## src/rtl/sd_bmp_frame_writer_pkg.sv

```systemverilog
// Shared types and constants for the BMP frame writer.
package sd_bmp_frame_writer_pkg;

   typedef enum logic [1:0] {
      ST_IDLE  = 2'd0,
      ST_ACK   = 2'd1,
      ST_RUN   = 2'd2,
      ST_DRAIN = 2'd3
   } fw_state_e;

   // 480x272 RGB565 panel
   localparam int unsigned FRAME_PIXELS_DEF = 130560;
   localparam int unsigned WORD_W           = 128;
   localparam int unsigned PIX_W            = 16;
   localparam int unsigned PIX_PER_WORD     = WORD_W / PIX_W;

endpackage

```

## src/rtl/sync_fifo_w.sv

```systemverilog
// Synchronous word FIFO with a registered head word.
// Read-before-write: a push and a pop in the same cycle both succeed, even
// when full, and occupancy stays unchanged.
module sync_fifo_w #(
   parameter int unsigned WIDTH = 128,
   parameter int unsigned DEPTH = 8
) (
   input  logic             clk,
   input  logic             rst,
   input  logic             flush,
   input  logic             push,
   input  logic [WIDTH-1:0] din,
   input  logic             pop,
   output logic [WIDTH-1:0] dout,
   output logic             full,
   output logic             empty
);

   localparam int unsigned AW = (DEPTH > 1) ? $clog2(DEPTH) : 1;
   localparam logic [AW:0]   FULL_CNT = (AW + 1)'(DEPTH);
   localparam logic [AW-1:0] LAST_PTR = AW'(DEPTH - 1);

   logic [WIDTH-1:0] mem_q [DEPTH];
   logic [AW-1:0]    wr_ptr_q, wr_ptr_d;
   logic [AW-1:0]    rd_ptr_q, rd_ptr_d;
   logic [AW:0]      cnt_q, cnt_d;
   logic [AW:0]      cnt_after_pop;
   logic [WIDTH-1:0] head_q, head_d;
   logic             do_push, do_pop;

   assign empty   = (cnt_q == '0);
   assign full    = (cnt_q == FULL_CNT);
   assign do_pop  = pop && !empty;
   assign do_push = push && (!full || do_pop);
   assign dout    = head_q;

   // Pointer, count and next-head computation
   always_comb begin
      wr_ptr_d      = wr_ptr_q;
      rd_ptr_d      = rd_ptr_q;
      cnt_after_pop = cnt_q - {{AW{1'b0}}, do_pop};
      cnt_d         = cnt_after_pop + {{AW{1'b0}}, do_push};
      head_d        = head_q;
      if (do_push) begin
         wr_ptr_d = (wr_ptr_q == LAST_PTR) ? '0 : wr_ptr_q + 1'b1;
      end
      if (do_pop) begin
         rd_ptr_d = (rd_ptr_q == LAST_PTR) ? '0 : rd_ptr_q + 1'b1;
      end
      // The head register tracks mem[rd_ptr]; a word pushed into a FIFO that
      // is (or is becoming) empty bypasses the array straight into the head.
      if (cnt_after_pop == '0) begin
         if (do_push) begin
            head_d = din;
         end
      end else begin
         head_d = mem_q[rd_ptr_d];
      end
      if (flush) begin
         wr_ptr_d = '0;
         rd_ptr_d = '0;
         cnt_d    = '0;
         head_d   = '0;
      end
   end

   // Control and head registers
   always_ff @(posedge clk) begin
      if (rst) begin
         wr_ptr_q <= '0;
         rd_ptr_q <= '0;
         cnt_q    <= '0;
         head_q   <= '0;
      end else begin
         wr_ptr_q <= wr_ptr_d;
         rd_ptr_q <= rd_ptr_d;
         cnt_q    <= cnt_d;
         head_q   <= head_d;
      end
   end

   // Storage array write
   always_ff @(posedge clk) begin
      if (do_push && !flush) begin
         mem_q[wr_ptr_q] <= din;
      end
   end

endmodule

```

## src/rtl/sd_bmp_frame_writer.sv

```systemverilog
// Packs RGB565 pixels from the BMP reader into 128-bit words and streams them
// to DDR3 at consecutive addresses from a per-frame base.
module sd_bmp_frame_writer
   import sd_bmp_frame_writer_pkg::*;
#(
   parameter int unsigned FRAME_PIXELS = FRAME_PIXELS_DEF,
   parameter int unsigned ADDR_WIDTH   = 28,
   parameter int unsigned ADDR_STEP    = 16,
   parameter int unsigned FIFO_DEPTH   = 8
) (
   input  logic                  clk,
   input  logic                  rst,
   input  logic [ADDR_WIDTH-1:0] frame_base,
   input  logic                  write_req,
   output logic                  write_req_ack,
   input  logic                  write_en,
   input  logic [PIX_W-1:0]      write_data,
   output logic                  wr_valid,
   input  logic                  wr_ready,
   output logic [ADDR_WIDTH-1:0] wr_addr,
   output logic [WORD_W-1:0]     wr_data,
   output logic                  frame_done,
   output logic                  overflow,
   output logic                  busy
);

   localparam int unsigned      CNT_W    = $clog2(FRAME_PIXELS + 1);
   localparam logic [CNT_W-1:0] LAST_PIX = CNT_W'(FRAME_PIXELS - 1);

   fw_state_e state_q, state_d;

   logic [ADDR_WIDTH-1:0]    base_q, base_d;
   logic [CNT_W-1:0]         pix_cnt_q, pix_cnt_d;
   logic [CNT_W-1:0]         word_idx_q, word_idx_d;
   logic [WORD_W-PIX_W-1:0]  pack_q, pack_d;
   logic [WORD_W-1:0]        push_word_q, push_word_d;
   logic                     push_q, push_d;
   logic                     ovf_q, ovf_d;

   logic [2:0] slot;
   logic       streaming;
   logic       accept_pix;
   logic       last_pix;
   logic       drain_done;
   logic       fifo_full, fifo_empty, fifo_pop, fifo_flush;

   assign slot       = pix_cnt_q[2:0];
   assign streaming  = (state_q == ST_RUN) || (state_q == ST_DRAIN);
   assign accept_pix = (state_q == ST_RUN) && write_en && !write_req;
   assign last_pix   = accept_pix && (pix_cnt_q == LAST_PIX);
   assign drain_done = (state_q == ST_DRAIN) && fifo_empty && !push_q;
   assign fifo_pop   = wr_valid && wr_ready;
   assign fifo_flush = (state_q == ST_ACK);

   // State register
   always_ff @(posedge clk) begin
      if (rst) begin
         state_q <= ST_IDLE;
      end else begin
         state_q <= state_d;
      end
   end

   // Next-state logic; write_req during a frame aborts it
   always_comb begin
      state_d = state_q;
      case (state_q)
         ST_IDLE:  if (write_req) state_d = ST_ACK;
         ST_ACK:   state_d = ST_RUN;
         ST_RUN: begin
            if (write_req)     state_d = ST_ACK;
            else if (last_pix) state_d = ST_DRAIN;
         end
         ST_DRAIN: begin
            if (write_req)       state_d = ST_ACK;
            else if (drain_done) state_d = ST_IDLE;
         end
         default:  state_d = ST_IDLE;
      endcase
   end

   // Output decode; rst and abort drop wr_valid in the same cycle
   always_comb begin
      write_req_ack = (state_q == ST_ACK);
      busy          = (state_q != ST_IDLE);
      wr_valid      = streaming && !fifo_empty && !write_req && !rst;
      frame_done    = drain_done && !write_req && !rst;
   end

   // Packer, counters and overflow next-state
   always_comb begin
      base_d      = base_q;
      pix_cnt_d   = pix_cnt_q;
      word_idx_d  = word_idx_q;
      pack_d      = pack_q;
      push_word_d = push_word_q;
      push_d      = 1'b0;
      ovf_d       = ovf_q;
      if (state_q == ST_ACK) begin
         base_d     = frame_base;
         pix_cnt_d  = '0;
         word_idx_d = '0;
         pack_d     = '0;
         ovf_d      = 1'b0;
      end else begin
         if (accept_pix) begin
            pix_cnt_d = pix_cnt_q + 1'b1;
            // Only seven slots are stored; the eighth pixel completes the
            // word directly into the push register.
            if (slot == 3'(PIX_PER_WORD - 1)) begin
               push_d      = 1'b1;
               push_word_d = {write_data, pack_q};
            end else begin
               for (int unsigned i = 0; i < PIX_PER_WORD - 1; i++) begin
                  if (slot == 3'(i)) begin
                     pack_d[i*PIX_W +: PIX_W] = write_data;
                  end
               end
            end
         end
         if (fifo_pop) begin
            word_idx_d = word_idx_q + 1'b1;
         end
         if (push_q && fifo_full && !fifo_pop) begin
            ovf_d = 1'b1;
         end
      end
   end

   // Datapath registers
   always_ff @(posedge clk) begin
      if (rst) begin
         base_q      <= '0;
         pix_cnt_q   <= '0;
         word_idx_q  <= '0;
         pack_q      <= '0;
         push_word_q <= '0;
         push_q      <= 1'b0;
         ovf_q       <= 1'b0;
      end else begin
         base_q      <= base_d;
         pix_cnt_q   <= pix_cnt_d;
         word_idx_q  <= word_idx_d;
         pack_q      <= pack_d;
         push_word_q <= push_word_d;
         push_q      <= push_d;
         ovf_q       <= ovf_d;
      end
   end

   assign overflow = ovf_q;
   assign wr_addr  = base_q + (ADDR_WIDTH'(word_idx_q) * ADDR_WIDTH'(ADDR_STEP));

   sync_fifo_w #(
      .WIDTH (WORD_W),
      .DEPTH (FIFO_DEPTH)
   ) u_fifo (
      .clk   (clk),
      .rst   (rst),
      .flush (fifo_flush),
      .push  (push_q),
      .din   (push_word_q),
      .pop   (fifo_pop),
      .dout  (wr_data),
      .full  (fifo_full),
      .empty (fifo_empty)
   );

endmodule

```

## config.mk

```make
export PLATFORM = sky130hd
export DESIGN_NAME = sd_bmp_frame_writer
export DESIGN_NICKNAME = d
export VERILOG_FILES = /design/src/rtl/sd_bmp_frame_writer_pkg.sv /design/src/rtl/sync_fifo_w.sv /design/src/rtl/sd_bmp_frame_writer.sv
export SDC_FILE = /design/constraint.sdc
export NUM_CORES = 2
export LEC_CHECK = 0
export ABC_AREA = 0
export CORE_MARGIN = 3
export CORE_UTILIZATION = 60
export DETAILED_ROUTE_END_ITERATION = 6
export PLACE_DENSITY_LB_ADDON = 0.1
export SKIP_LAST_GASP = 1
export SYNTH_ARGS = -nofsm -noshare
export SYNTH_HDL_FRONTEND = slang
export SYNTH_SLANG_ARGS = --single-unit
```

## constraint.sdc

```tcl
create_clock -name clk -period 35.5 [get_ports clk]
set_input_delay 5.325 -clock clk [delete_from_list [all_inputs] [get_ports clk]]
set_output_delay 5.325 -clock clk [all_outputs]
set_load 0.02 [all_outputs]
```

# --- Yosys cells after proc, flatten, opt, wreduce, memory -nomap -nowiden ---
# Memory sizes are Yosys's and may differ from the RTL's.
# Cells that the tools add are included.
word_totals:
  register_bits: 444
  ram_bits: 1024
  in_bits: 49
  out_inout_bits: 161
  word_cells: 102
  memories: 1
memory_table:
  columns: ["name", "depth", "word_bits", "read_ports", "rd_ports_with_merged_regs", "write_ports", "line", "rtl"]
  rows:
  - ["u_fifo.mem_q", 8, 128, 1, 0, 1, "sync_fifo_w.sv:23", "logic [WIDTH-1:0] mem_q [DEPTH];"]
classes:
  addsub: 7
  n_eq_ne: 18
  n_mux: 14
  bitwise: 3
  reduce_logical: 41
ops:
  columns: ["op", "n"]
  rows:
  - ["2-to-1 mux 128 bit", 2]
  - ["adder 17 x 1 -> 17 bit (second input constant)", 2]
  - ["adder 28 x 21 -> 28 bit", 1]
  - ["AND reduction 3 bit", 9]
  - ["equality test 3 bit (second input constant)", 6]
  - ["equality test 17 bit (second input constant)", 1]
  - ["logical AND 1 bit", 16]
  - ["2-to-1 mux 2 bit", 5]
  - ["2-to-1 mux 3 bit", 3]
  - ["logical NOT 4 bit", 2]
  - ["one-hot mux 2 bit (4 select lines)", 1]
  - ["logical NOT 1 bit", 7]
  - ["adder 3 x 1 -> 3 bit (second input constant)", 2]
  - ["equality test 3 x 2 -> 1 bit (second input constant)", 2]
  - ["!= test 3 bit (second input constant)", 2]
  - ["adder 4 x 1 -> 4 bit", 1]
  - ["equality test 2 bit (second input constant)", 2]
  - ["equality test 4 bit (second input constant)", 1]
  - ["subtractor 4 x 1 -> 4 bit", 1]
  - ["equality test 3 x 1 -> 1 bit (second input constant)", 1]
  - ["logical NOT 3 bit", 1]
  - ["2-to-1 mux 1 bit", 3]
  - ["NOT 1 bit", 3]
  - ["OR reduction 3 bit", 1]
  - ["7 further kinds", 8]

# --- Depth between registers and ports, before layout ---
depth:
  ltp_word: 12
  ltp_mapped: 14
  depth_no_buf: 11

# --- Modules after synthesis ---
# A second synthesis with hierarchy kept.
unflattened:
  hier_cells: 4876
  area_unflattened_um2: 58353.5
modules_own_cells:
  columns: ["module", "n_inst", "cells_per_inst", "area_each_um2", "seq_area_each_um2"]
  rows:
  - ["sync_fifo_w", 1, 3338, 46105.5, 33512.1]
  - ["sd_bmp_frame_writer", 1, 1538, 12248.0, 6125.9]

# --- Least setup slack after synthesis ---
# No wires, ideal clock.
synth_timing:
  kind: "input-to-reg"
  from: "input port rst"
  to: "memory u_fifo.mem_q[4][0] (enable)"
  setup_time_ns: 0.772
  t_arrival_ns: 15.302
  t_required_ns: 34.728
  path_slack_ns: 19.426
  path_stages: 8
  path_buffers: 2
  cell_sequence: "nand4bb_1 -> nand3_1 -> nand2_1 -> clkinv_1 -> clkbuf_1 -> clkbuf_1 -> nand3_1 -> nor3_1"
synth_between:
  elab_chain_len: 9
synth_rtl:
  columns: ["element", "line", "rtl"]
  rows:
  - ["from (decl)", "sd_bmp_frame_writer.sv:12", "input logic rst,"]
  - ["logical NOT 1 bit", "sd_bmp_frame_writer.sv:86", "wr_valid = streaming && !fifo_empty && !write_req && !rst;"]
  - ["logical AND 1 bit", "sd_bmp_frame_writer.sv:86", null]
  - ["logical AND 1 bit", "sd_bmp_frame_writer.sv:52", "assign fifo_pop = wr_valid && wr_ready;"]
  - ["logical AND 1 bit", "sync_fifo_w.sv:33", "assign do_pop = pop && !empty;"]
  - ["logical OR 1 bit", "sync_fifo_w.sv:34", "assign do_push = push && (!full || do_pop);"]
  - ["logical AND 1 bit", "sync_fifo_w.sv:34", null]
  - ["named net u_fifo.do_push", "sync_fifo_w.sv:29", "logic do_push, do_pop;"]
  - ["logical AND 1 bit", "sync_fifo_w.sv:84", "if (do_push && !flush) begin"]
  - ["2-to-1 mux 1 bit", "sync_fifo_w.sv:84", null]
  - ["2-to-1 mux 1 bit (not written as such)", "sync_fifo_w.sv:85", "mem_q[wr_ptr_q] <= din;"]
  - ["to (decl)", "sync_fifo_w.sv:23", null]
# The timed path passes the listed nets, and every way through them passes these cells.

# --- Final worst setup path ---
layout_timing:
  from: "input port write_req"
  to: "output port frame_done"
layout_between:
  elab_chain_len: 3
layout_rtl:
  columns: ["element", "line", "rtl"]
  rows:
  - ["from (decl)", "sd_bmp_frame_writer.sv:14", "input logic write_req,"]
  - ["logical NOT 1 bit", "sd_bmp_frame_writer.sv:87", "frame_done = drain_done && !write_req && !rst;"]
  - ["logical AND 1 bit (2 in series)", "sd_bmp_frame_writer.sv:87", null]
  - ["to (decl)", "sd_bmp_frame_writer.sv:22", "output logic frame_done,"]
# No other way between the ends.

==> results.tsv <==
metric	value	unit
num_io_pins	210	
floorplan.initialDensity	0.609	
setup_ws	22990	ps
drive_above_1_share	0.0600	
crit_type	primary input to output pin	
wl_per_cell	24.1	µm
drcViolationCount	0	
hold_viol_final	0	
cts_resized	0	
avgSynthCellArea	11.6	µm²
clk_pin_slew_worst_paths	60	ps
synth-edff-count	1024	
rsz0062_at_grt	no	
p_leak	20.0	nW
die_x	315	µm
placement.io_buffers	209	
cts_buffers	147	
dr.pass1.iters	6	
ys.flop_type	edfxtp_1	
syn_area	57200	µm²
first_global_vias	38100	
vias_per_cell	6.19	
cap_violations	0	
async_flop_share	0	
area_growth	12.8	%
clock_skew	27.9	ps
crit_required	30170	ps
power.density	52.0	nW/µm²
grt_overflow	0	
hold_buffers	0	
drt_iter0_markers	4589	
track_usage	0.308	
die_area	99200	µm²
post-route-period-util	0.353	
slew_headroom	0.202	
final.setup.tns	0	ps
place.gp.congestion	0.778	
cts_buffer_depth	3	
preCtsSetupSlack	23070	ps
setup_viol	0	
hold_class	flop to flop	
core	94000	µm²
ir_drop	0.0588	mV
tightest_slew	1190	ps
antenna_found_initial	5	
cts_sinks	1468	
fill_cells	6810	
synth-seq-cells	1468	
status	finished clean	
nets	5074	
fin_crit	12510	ps
worst_setup_path_start_kind	primary input	
worstPathArrival	7190	ps
dpl.hpwl	77500	µm
grt_first_pass_wirelength	231000	µm
fmax	79.9	MHz
vias	39500	
utilization	0.687	
root_buffer	clkbuf_16	
timing.hold.ws	434	ps
grt_max_degree	169	
seqCellArea	39600	µm²
cts_setup_buffers	0	
synthCells	4946	
cts_tree	done	
synth.distinct_cells	63	
cp_max_fo	8	
die_h	315	µm
multi_input_area	16000	µm²
ant_nets	0	
clk_latency	770	ps
drt_wl_total	154000	µm
drv_slew	0	
h-tree-depth	4	
syn_nets	5028	
yosysSeqAreaShare	0.692	
rows	112	
ys_warn_count	0	
end_kind	output pin	
==> flip-flops by register name (all words and copies together) (netlist names) <==
name             count
base_q              28
push_q               1
u_fifo.cnt_q         4
push_word_q        128
word_idx_q          17
pack_q             112
u_fifo.dout        128
state_q              2
u_fifo.wr_ptr_q      3
u_fifo.rd_ptr_q      3
pix_cnt_q           17
overflow             1
u_fifo.mem_q      1024
==> power breakdown <==
group	switching [W]	total [W]	internal (W)	leakage (nW)
Sequential	0.00000208	0.00181	0.00181	12.1
Combinational	0.0000357	0.0000499	0.0000142	5.61
Clock	0.000637	0.00150	0.000859	2.29
Total	0.000675	0.00336	0.00268	20.0
==> Yosys cell counts, types with 8 or more instances <==
library cell	number	area, µm²
a211oi_1	183	1370
ha_1	32	400
edfxtp_1	1024	30700
xnor2_1	21	184
nor2_1	366	1370
inv_1	19	71.3
buf_2	83	415
xor2_1	28	245
dfxtp_1	444	8890
o21ai_1	61	305
buf_1	18	67.6
o21ai_0	84	420
nor3_1	8	40.0
a21oi_1	296	1480
buf_4	28	210
clkbuf_1	243	912
and3_1	194	1210
nand3_1	149	746
a31oi_1	206	1290
nand2b_1	9	56.3
o2111a_1	128	1440
or3_1	11	68.8
nand2_1	1236	4640
and2_1	9	56.3
==> worst paths after layout <==
kind | slack (ps) | start | to | depth (start not counted)
max | 22990 | write_req | frame_done | 3
min | 430 | pack_q[23] | push_word_q[23] | 2
max reg2reg | 30550 | u_fifo.cnt_q[2] | u_fifo.dout[57] | 14
min reg2reg | 430 | pack_q[23] | push_word_q[23] | 2
==> kinds of logic after synthesis <==
kind of cell,Yosys count,share of synthesized area
and+or+nand+nor,2014,0.148
DFF,1468,0.692
AOI/OAI and AO/OA,983,0.114
buffers and inverters,399,0.0306
xor gates and xnor gates,49,0.00750
adders and majority gates,33,0.00734
==> worst max-delay path: stages <==
cell	delay, ps
clkdlybuf4s50_1	580
nor4b_1	570
clkdlybuf4s50_1	710
==> per-stage QoR <==
step | total power [W] | std cells | area (µm²)
after detailed placement | 0.00190 | 6097 | 59900
after global routing | 0.00344 | 6376 | 64600
after CTS | 0.00337 | 6373 | 64600
final | 0.00336 | 6376 | 64600
after global placement | 0.00190 | 6097 | 59900
after floorplan | 0.00187 | 4946 | 57200
==> area by class of cell <==
| type | instances | area share |
|---|---|---|
| inverter | 20 | 0.00120 |
| multi-input combinational | 3079 | 0.248 |
| tap | 1254 | 0.0243 |
| antenna | 3 | 0.000116 |
| clock inverter | 51 | 0.00628 |
| timing repair buffer | 276 | 0.0406 |
| clock buffer | 225 | 0.0659 |
| sequential | 1468 | 0.614 |
==> layout by cell type (no fill, tap or decap), drive strengths merged, types with 2 or more instances in the layout <==
cell	Yosys	final
nand2b	9	9
or3	11	11
and2	9	9
o2111a	128	128
and3	194	194
buf	135	68
xor2	28	28
dfxtp	444	444
clkdlybuf4s50	0	208
nor3b	3	3
nor2	368	368
nand4b	2	2
nand4	6	6
a21o	2	2
xnor2	21	21
ha	32	32
o22ai	2	2
nor4	5	5
nor4b	2	2
a21boi	3	3
nand2	1237	1237
a211oi	183	183
clkbuf	244	225
edfxtp	1024	1024
o31ai	3	3
bufinv	0	4
diode	0	3
and4	2	2
a31oi	206	206
nand3	149	149
o21ai	145	145
nor3	9	9
inv	19	31
clkinv	1	35
a21oi	296	296
nor2b	2	2
o21a	4	4
==> metal layers <==
metal	global-route usage	wire, µm	vias to the layer above
met3	0.0558	13500	298
met1	0.416	61400	19500
met5	0	38	-
met2	0.502	73700	1766
met4	0.119	5000	6
li1	-	-	17900
(Power assumes the default switching activity.)
